`config.mk`:
```
export PLATFORM = sky130hd
export DESIGN_NAME = clock_set_ctrl
export DESIGN_NICKNAME = d
export VERILOG_FILES = /design/src/rtl/clock_pkg.sv /design/src/rtl/btn_debounce.sv /design/src/rtl/clock_set_ctrl.sv
export SDC_FILE = /design/constraint.sdc
export NUM_CORES = 1
export LEC_CHECK = 0
export ABC_CLOCK_PERIOD_IN_PS = 6800
export BUFFER_PORTS_ARGS = -buffer_cell sky130_fd_sc_hd__buf_2
export CAP_MARGIN = 10
export CORE_UTILIZATION = 65
export DETAILED_ROUTE_END_ITERATION = 12
export PLACE_DENSITY = 0.82
export SLEW_MARGIN = 10
export SYNTH_ARGS = -nofsm -noshare
export SYNTH_HDL_FRONTEND = slang
export SYNTH_HIERARCHICAL = 1
export SYNTH_SLANG_ARGS = --single-unit
```
`constraint.sdc`:
```
create_clock -name clk -period 6.8 [get_ports clk]
set_input_delay 0.68 -clock clk [delete_from_list [all_inputs] [get_ports clk]]
set_output_delay 0.68 -clock clk [all_outputs]
set_load 0.02 [all_outputs]
```
`src/rtl/clock_pkg.sv`:
```
// Shared encodings for the clock setting controller and the display driver.
// Mode and position values are fixed by the driver, so they are spelled out
// explicitly rather than left to enum auto-numbering.
package clock_pkg;

    // Operating mode of the clock; value 3 is never produced
    typedef enum logic [1:0] {
        MODE_CLOCK   = 2'd0,
        MODE_SETTING = 2'd1,
        MODE_ALARM   = 2'd2
    } mode_t;

    // Digit pair currently selected for editing
    typedef enum logic [1:0] {
        POS_SEC  = 2'd0,
        POS_MIN  = 2'd1,
        POS_HOUR = 2'd2
    } pos_t;

    // Button indices inside the packed button vector
    localparam int BTN_MODE  = 0;
    localparam int BTN_POS   = 1;
    localparam int BTN_INC   = 2;
    localparam int BTN_ALARM = 3;
    localparam int BTN_COUNT = 4;

    // Counter width able to hold 0 .. n-1; never narrower than one bit
    function automatic int cnt_width(input int n);
        return (n > 1) ? $clog2(n) : 1;
    endfunction

    // Mode sequence CLOCK -> SETTING -> ALARM -> CLOCK; anything else recovers to CLOCK
    function automatic mode_t next_mode(input mode_t m);
        case (m)
            MODE_CLOCK:   return MODE_SETTING;
            MODE_SETTING: return MODE_ALARM;
            default:      return MODE_CLOCK;
        endcase
    endfunction

    // Position sequence sec -> min -> hour -> sec; an illegal code restarts at sec
    function automatic pos_t next_pos(input pos_t p);
        case (p)
            POS_SEC: return POS_MIN;
            POS_MIN: return POS_HOUR;
            default: return POS_SEC;
        endcase
    endfunction

    // True in the two modes where digits are being edited
    function automatic logic is_edit_mode(input mode_t m);
        return (m == MODE_SETTING) || (m == MODE_ALARM);
    endfunction

endpackage

```
`src/rtl/btn_debounce.sv`:
```
// One push button: two-flop synchronizer, level debounce and a single-cycle
// pulse on every accepted 0->1 transition. The accepted level only moves
// after DEBOUNCE_CYC consecutive synchronized samples disagree with it, so a
// shorter glitch leaves no trace. Latency from a clean raw edge to the pulse
// is 2 (sync) + DEBOUNCE_CYC (qualification) + 1 (edge detect) cycles.
module btn_debounce
    import clock_pkg::*;
#(
    parameter int DEBOUNCE_CYC = 500000
) (
    input  logic clk,
    input  logic rst_n,
    input  logic btn,
    output logic pulse
);

    localparam int              CW       = cnt_width(DEBOUNCE_CYC);
    localparam logic [CW-1:0]   CNT_LAST = CW'(DEBOUNCE_CYC - 1);

    logic          sync1_reg;
    logic          sync2_reg;
    logic          level_reg;
    logic          level_d_reg;
    logic [CW-1:0] cnt_reg;

    // Two-flop synchronizer for the asynchronous raw button
    always_ff @(posedge clk or negedge rst_n) begin
        if (!rst_n) begin
            sync1_reg <= 1'b0;
            sync2_reg <= 1'b0;
        end else begin
            sync1_reg <= btn;
            sync2_reg <= sync1_reg;
        end
    end

    // Count consecutive samples that differ from the accepted level; accept on the last one
    always_ff @(posedge clk or negedge rst_n) begin
        if (!rst_n) begin
            cnt_reg   <= '0;
            level_reg <= 1'b0;
        end else if (sync2_reg == level_reg) begin
            cnt_reg <= '0;
        end else if (cnt_reg == CNT_LAST) begin
            cnt_reg   <= '0;
            level_reg <= sync2_reg;
        end else begin
            cnt_reg <= cnt_reg + 1'b1;
        end
    end

    // Registered rising-edge detect on the accepted level; release produces nothing
    always_ff @(posedge clk or negedge rst_n) begin
        if (!rst_n) begin
            level_d_reg <= 1'b0;
            pulse       <= 1'b0;
        end else begin
            level_d_reg <= level_reg;
            pulse       <= level_reg & ~level_d_reg;
        end
    end

endmodule

```
`src/rtl/clock_set_ctrl.sv`:
```
// Front-panel controller for a digital clock: four debounced buttons drive
// the mode / edit-position state machine, increment strobes for the time
// counters, a blink phase for the digit being edited, an idle timeout that
// falls back to the running clock, and the alarm enable toggle.
module clock_set_ctrl
    import clock_pkg::*;
#(
    parameter int DEBOUNCE_CYC     = 500000,
    parameter int BLINK_HALF_CYC   = 25000000,
    parameter int IDLE_TIMEOUT_CYC = 500000000
) (
    input  logic       clk,
    input  logic       rst_n,
    input  logic       i_sw0,
    input  logic       i_sw1,
    input  logic       i_sw2,
    input  logic       i_sw3,
    output logic [1:0] o_setting_mode,
    output logic [1:0] o_setting_position,
    output logic       o_blink,
    output logic       o_inc_sec,
    output logic       o_inc_min,
    output logic       o_inc_hour,
    output logic       o_alarm_en
);

    localparam int            BW         = cnt_width(BLINK_HALF_CYC);
    localparam logic [BW-1:0] BLINK_LAST = BW'(BLINK_HALF_CYC - 1);
    localparam int            IW         = cnt_width(IDLE_TIMEOUT_CYC);
    localparam logic [IW-1:0] IDLE_LAST  = IW'(IDLE_TIMEOUT_CYC - 1);

    logic [BTN_COUNT-1:0] sw_raw;
    logic [BTN_COUNT-1:0] press;

    mode_t         mode_reg;
    pos_t          pos_reg;
    logic          blink_reg;
    logic [BW-1:0] blink_cnt_reg;
    logic [IW-1:0] idle_cnt_reg;
    logic          inc_sec_reg;
    logic          inc_min_reg;
    logic          inc_hour_reg;
    logic          alarm_en_reg;

    logic in_edit;
    logic mode_press;
    logic pos_press;
    logic inc_press;
    logic edit_press;
    logic any_press;
    logic timeout;

    assign sw_raw = {i_sw3, i_sw2, i_sw1, i_sw0};

    // One debouncer per button, each producing a single-cycle press pulse
    generate
        for (genvar gi = 0; gi < BTN_COUNT; gi++) begin : g_btn
            btn_debounce #(
                .DEBOUNCE_CYC(DEBOUNCE_CYC)
            ) u_btn_debounce (
                .clk  (clk),
                .rst_n(rst_n),
                .btn  (sw_raw[gi]),
                .pulse(press[gi])
            );
        end
    endgenerate

    // Press qualification: mode beats position beats increment in the same
    // cycle; position and increment only count while editing. The alarm
    // button stands apart from this priority chain.
    assign in_edit    = is_edit_mode(mode_reg);
    assign mode_press = press[BTN_MODE];
    assign pos_press  = in_edit & press[BTN_POS] & ~mode_press;
    assign inc_press  = in_edit & press[BTN_INC] & ~mode_press & ~press[BTN_POS];
    assign edit_press = mode_press | pos_press | inc_press;
    assign any_press  = |press;

    // A press arriving on the final idle cycle wins and restarts the idle count
    assign timeout = in_edit & ~any_press & (idle_cnt_reg == IDLE_LAST);

    // Mode / position state machine; every mode change restarts at the seconds digit
    always_ff @(posedge clk or negedge rst_n) begin
        if (!rst_n) begin
            mode_reg <= MODE_CLOCK;
            pos_reg  <= POS_SEC;
        end else if (mode_press) begin
            mode_reg <= next_mode(mode_reg);
            pos_reg  <= POS_SEC;
        end else if (timeout || !in_edit) begin
            // idle fallback, plain clock display, or recovery from an illegal code
            mode_reg <= MODE_CLOCK;
            pos_reg  <= POS_SEC;
        end else if (pos_press) begin
            pos_reg <= next_pos(pos_reg);
        end
    end

    // Increment strobes: exactly one, for one cycle, chosen by the current position
    always_ff @(posedge clk or negedge rst_n) begin
        if (!rst_n) begin
            inc_sec_reg  <= 1'b0;
            inc_min_reg  <= 1'b0;
            inc_hour_reg <= 1'b0;
        end else begin
            inc_sec_reg  <= inc_press && (pos_reg == POS_SEC);
            inc_min_reg  <= inc_press && (pos_reg == POS_MIN);
            inc_hour_reg <= inc_press && (pos_reg == POS_HOUR);
        end
    end

    // Alarm enable flips on every alarm-button press regardless of mode
    always_ff @(posedge clk or negedge rst_n) begin
        if (!rst_n) begin
            alarm_en_reg <= 1'b0;
        end else if (press[BTN_ALARM]) begin
            alarm_en_reg <= ~alarm_en_reg;
        end
    end

    // Blink phase while editing; any edit press restarts it in the visible phase
    always_ff @(posedge clk or negedge rst_n) begin
        if (!rst_n) begin
            blink_cnt_reg <= '0;
            blink_reg     <= 1'b0;
        end else if (!in_edit || edit_press || timeout) begin
            blink_cnt_reg <= '0;
            blink_reg     <= 1'b0;
        end else if (blink_cnt_reg == BLINK_LAST) begin
            blink_cnt_reg <= '0;
            blink_reg     <= ~blink_reg;
        end else begin
            blink_cnt_reg <= blink_cnt_reg + 1'b1;
        end
    end

    // Idle counter: runs only while editing and restarts on any button activity
    always_ff @(posedge clk or negedge rst_n) begin
        if (!rst_n) begin
            idle_cnt_reg <= '0;
        end else if (!in_edit || any_press || timeout) begin
            idle_cnt_reg <= '0;
        end else begin
            idle_cnt_reg <= idle_cnt_reg + 1'b1;
        end
    end

    assign o_setting_mode     = mode_reg;
    assign o_setting_position = pos_reg;
    assign o_blink            = blink_reg;
    assign o_inc_sec          = inc_sec_reg;
    assign o_inc_min          = inc_min_reg;
    assign o_inc_hour         = inc_hour_reg;
    assign o_alarm_en         = alarm_en_reg;

endmodule

```
# == Yosys cells after proc, flatten, opt, wreduce, memory -nomap -nowiden ==
# Index checks and enable logic that the tools add are counted.
# W data, S select, Z words.
# word_totals
mem_bits_rw,0
elab_cells,119
memories,0
regBits,159
romBits,0
latch_bits,0
input_bits,6
out_inout_bits,9
# classes
div_mod_pow,0
mul,0
n_mux,20
n_eq_ne,14
n_bitwise,26
reduce_logical,20
n_shift,0
n_lt_le_gt_ge,0
add_sub_neg,6
# ops
op,n
$mux W19,8
$add A19 B1 Y19 const B,4
$eq A19 B19 Y1 const B,4
$mux W25,2
$add A29 B1 Y29 const B,1
$eq A29 B29 Y1 const B,1
$mux W29,1
$add A25 B1 Y25 const B,1
$eq A25 B25 Y1 const B,1
$not A1 Y1,13
$and A1 B1 Y1,11
$mux W2,5
$pmux W2 S2,2
$reduce_and A2 Y1,4
$logic_or A1 B1 Y1,6
$eq A1 B1 Y1,4
$eq A2 B1 Y1 const B,2
$eq A2 B2 Y1 const B,2
$logic_not A2 Y1,2
$reduce_bool A2 Y1,2
$reduce_or A4 Y1,1
$logic_and A1 B1 Y1,3
$reduce_bool A3 Y1,1
$mux W1,2
other kinds (2),3

# == Logic depth before layout (Yosys ltp) ==
# logic_depth
word_depth,9
mapped_depth,9
ltp_nobuf,7

# == Hierarchy ==
# The synthesis kept the hierarchy.
# by_module_without_submodules
module,area_each_um2,seq_area_each_um2,instances,cells_each
btn_debounce,1136.1,600.6,4,108
clock_set_ctrl,3114.2,1576.5,1,321

# == Least setup slack after synthesis ==
# No wires, ideal clock.
# synth_path
path_type,reg-to-reg
from,reg idle_cnt_reg[12]
to,reg blink_cnt_reg[18]
path_stages_with_launch,7
required_ns,6.681
setup_time_ns,0.119
arrival_ns,2.145
period_less_slack_ns,2.264
path_slack_ns,4.536
path_buffers,1
cell_sequence,dfrtp_1 or4_1 or3_1 or4_4 o211ai_4 buf_6 nor2_1
# synth_between
elab_chain_len,4
# synth_rtl
element,line_no,text
from (decl),clock_set_ctrl.sv:39,logic [IW-1:0] idle_cnt_reg;
from (signal assigned),clock_set_ctrl.sv:144,idle_cnt_reg <= idle_cnt_reg + 1'b1;
$eq A29 B29 Y1,clock_set_ctrl.sv:80,assign timeout = in_edit & ~any_press & (idle_cnt_reg == IDLE_LAST);
$and A1 B1 Y1,clock_set_ctrl.sv:80,
$logic_or A1 B1 Y1,clock_set_ctrl.sv:126,end else if (!in_edit || edit_press || timeout) begin
$mux W25,clock_set_ctrl.sv:126,
to (signal assigned),clock_set_ctrl.sv:133,blink_cnt_reg <= blink_cnt_reg + 1'b1;
to (decl),clock_set_ctrl.sv:38,logic [BW-1:0] blink_cnt_reg;
# Every way passes these cells.
# A chain may end at the register's enable or synchronous reset.

# == Worst setup path in the final report ==
# layout_path
from,reg idle_cnt_reg[12]
to,reg idle_cnt_reg[25]
# layout_between
elab_chain_len,4
word_cells_on_any_way,5
cone_classes,add/sub: 1; eq/ne: 1; mux: 1; bitwise: 1; reduce/logical: 1
# layout_rtl
element,line_no,text
"parallel branches: the longest is 3 deep, another holds $add A29 B1 Y29",--,
$mux W29 (*),clock_set_ctrl.sv:141,end else if (!in_edit || any_press || timeout) begin
# Mark *: on every way between the ends.

==> results by stage <==
Pwr:
- For this design the total switching power over the nets is 405 uW.
- Across the VDD grid, the largest voltage drop is 0.245 mV.
- The design draws 1.89 mW.
- Sequential cells burn 51.0% of the power.
- Net switching is 21.4% of the power.
- Cell internal power was estimated by the tool at 1.48 mW.
- The share of total power dissipated in combinational logic is 2.2%.
- Summed over all cells, the static leakage comes to 3.37 nW.
- In this run the power density over the cells is 226 nW/um^2.
- The proportion of power drawn by the clock network is 46.8%.

Timing:
- The count of final setup violators is 0.
- The final-report hold violation count is 0.
- The normalized max-slew margin is 32.1%.
- The setup slack after layout is 3.96 ns.
- Based on the critical path, the design can be clocked at up to 352 MHz.
- At the pin with the least slew margin, the transition time is 1.02 ns.
- The clock tree skew after final layout is 0.00998 ns.
- In the final timing run, aggregate negative setup slack is 0 ns.
- The final worst hold slack is 0.249 ns.
- Setup repair after global routing left no endpoint under its margin.
- The worst path uses 41.8% of the clock period.
- The final max-slew violation count is 0.
- The final critical delay including setup and external delays is 2.84 ns.

Synthesis:
- The commonest cells after synthesis are dfrtp_1 (159), nor2_1 (145), xnor2_1 (67).
- The count of state elements after synthesis is 159.
- The share of synthesized area in the top cell type comes to 52.0%.
- The post-synthesis cell type count is 40.
- Yosys instantiated no cell more often than dfrtp_1.
- The post-synthesis async set-or-reset flop share is 100%.
- Counting flops with a built-in enable in the synthesized netlist gives 0.
- The number of nets handed over by synthesis was 767.
- Ranked by total cell area, the synthesized netlist is headed by dfrtp_1 (52%), xnor2_1 (7.7%), nor2_1 (7.1%).
- Synthesis produced 753 cells.
- Summing every instance area after synthesis gives 7660 sq um.
- Of all cell types, the one taking the most synthesized area is dfrtp_1.
- The mean post-synth cell area is 10.2 sq um.
- The sequential cell area fraction in the yosys report is 52.0%.
- The number of warnings issued by yosys is 6.
- The most used flip-flop cell after synthesis is dfrtp_1.

Placement:
- The total placed instance area is 7820 sq um.
- Input and output buffers added on the ports amount to 14.
- The pre-CTS setup slack is 3.99 ns.
- The post-detailed-placement half-perimeter wirelength is 9.00 mm.
- The congestion estimate from routability-driven global placement came to 0.885.

Worst setup path:
- The kind of start point of the critical path is a flop.
- STA classifies the critical path endpoint as a flop.
- By startpoint and endpoint, the worst setup path is classified as flop to flop.
- In this run the worst path has a maximum fanout of 28.
- For the worst setup path, the data required time is 7.05 ns.
- The arrival time of data at the critical path endpoint is 3.09 ns.

Global routing:
- The first global-routing pass estimated 24.3 mm of wire.
- The via count of the first global-routing pass is 5362.
- The largest net degree at the start of global routing is 86.
- In the global route stage, overall resource usage came out at 24.4%.
- The global route total overflow is 0.
- The number of antenna violations at the first check in global routing is 0.

Routing:
- The number of vias after detailed routing is 5359.
- After detailed routing, the average wire length per cell comes to 14.8 microns.
- The average vias per placed instance is 5.78.
- The routed design has 13.7 mm of wire.
- The number of search-and-repair iterations in the first detailed-routing pass is 5.
- The detailed-route DRC error count is 0.
- The number of DRC violations after detailed-routing iteration 0 is 387.
- In this run the remaining antenna-violating nets after routing total 0.

CTS:
- For this design, the sink count on the clock tree is 159.
- The tree is rooted in a clkbuf_16.
- The clock latency reported for the late side of the worst-skew pair is 0.42 ns.
- Clock-pin slew was measured on the worst setup and hold paths at 0.06 ns.
- The quantity of hold-fixing buffers added after cts is 0.
- The maximum clock path buffer count is 2.
- The post-cts resize count is 0.
- The CTS buffer count is 17.
- TritonCTS built the clock tree.
- The clock tree synthesis step divided the H-tree into 4 levels.
- Once the clock tree was built, the setup fixing pass inserted 0 buffers.

Layout:
- After routing the design area is 8370 sq um.
- The net count reported at finish is 785.
- The area overhead of the layout relative to synthesis is 9.25%.
- Of the cells placed in the final design, the portion with a size suffix greater than 1 is 8.93%.
- The antenna diode count is 0.
- The flip-flop count of the largest register, all copies and words added is 76.

Outcome:
- The flow ran to the end, and the final reports show no timing, DRC or antenna violations.

Die:
- 15 I/O pins were placed.
- The die is 111 microns wide.
- In this run the vertical extent of the chip is 111 microns.
- The initial standard-cell utilization of the core is 66.8%.
- The area of the core is 11500 sq um.
- The die covers 12200 sq um.
- The number of rows in the core area is 39.

Flow run:
- The tool flagged a number of max-cap violations equal to 0.

Worst hold path:
- In this run the worst hold path is classified as primary input to asynchronous set/reset pin.
==> power groups by stage <==
stage	Sequential (mW)	Combinational, mW	Clock, mW
2_1_floorplan	0.977	0.0240	0
3_3_place_gp	0.980	0.0419	0
3_5_place_dp	0.981	0.0433	0
4_1_cts	0.964	0.0436	0.901
5_1_grt	0.964	0.0503	0.937
6_report	0.964	0.0417	0.883
==> routing by layer <==
| layer | global-route usage [%] | part of all wire, % | vias to the layer above |
|---|---|---|---|
| met4 | 9.42 | 0.82 | 0 |
| li1 | - | - | 2613 |
| met5 | 0 | 0 | - |
| met2 | 40.2 | 50 | 66 |
| met3 | 5.27 | 2.8 | 10 |
| met1 | 31.8 | 46 | 2670 |
==> critical path: stages, from the launching register on <==
cell      delay, ns
dfrtp_1        0.40
or4_1          0.50
or3_1          0.33
or4_4          0.53
nand2b_1       0.74
nor2_1         0.16
==> cell families after synthesis <==
family | after synthesis | share of synthesized area (%)
buf+inv | 44 | 2.76
xor+xnor | 111 | 12.7
flops | 159 | 52.0
compound gates | 32 | 3.55
fa+ha+maj | 8 | 1.31
simple gates | 390 | 26.5
mux | 9 | 1.24
==> layout by cell type, fill, tap and decap left out, drive strengths merged, types with 2 or more instances in the layout <==
cell | netlist | routed
dfrtp | 159 | 159
nor2 | 145 | 145
xnor2 | 67 | 67
nand2 | 45 | 45
xor2 | 44 | 44
nand4 | 44 | 44
nand3 | 43 | 43
nor4 | 30 | 30
inv | 28 | 28
nor3 | 24 | 24
clkbuf | 2 | 21
buf | 14 | 15
a21oi | 14 | 14
o21ai | 11 | 11
or3 | 10 | 10
and2 | 8 | 8
ha | 8 | 8
nor2b | 8 | 8
or4 | 8 | 8
and3 | 7 | 7
clkinv | 0 | 7
nor4b | 5 | 5
mux2i | 5 | 5
nand2b | 4 | 4
o41ai | 4 | 4
mux2 | 4 | 4
clkinvlp | 0 | 3
nor4bb | 2 | 2
or2 | 2 | 2
nor3b | 2 | 2
==> through the flow <==
step,util [%],instances
floorplan,-,753
global placement,68.2,895
detailed placement,68.2,895
CTS,73.0,927
global route,73.0,927
finish,73.0,927
==> cell type report <==
cell class,instances,area [sq um]
multi-input combinational,550,3470
inverter,28,105
tap,143,179
sequential,159,3980
timing repair buffer,15,83.8
clock inverter,11,91.3
fill,777,3100
clock buffer,21,460
==> path summary, 6_finish.rpt <==
kind                                              startpoint  cells past startpoint  slack (ns)                                 end
max reg2reg                                 idle_cnt_reg[12]                      5        3.96                    idle_cnt_reg[25]
max                                         idle_cnt_reg[12]                      5        3.96                    idle_cnt_reg[25]
min                                                    rst_n                      1        0.25                   blink_cnt_reg[17]
min in group clk           g_btn[3].u_btn_debounce/sync1_reg                      0        0.35   g_btn[3].u_btn_debounce/sync2_reg
min reg2reg                g_btn[3].u_btn_debounce/sync1_reg                      0        0.35   g_btn[3].u_btn_debounce/sync2_reg
max in group asynchronous                              rst_n                      2        5.07  g_btn[2].u_btn_debounce/cnt_reg[5]
(Power assumes the default switching activity.)
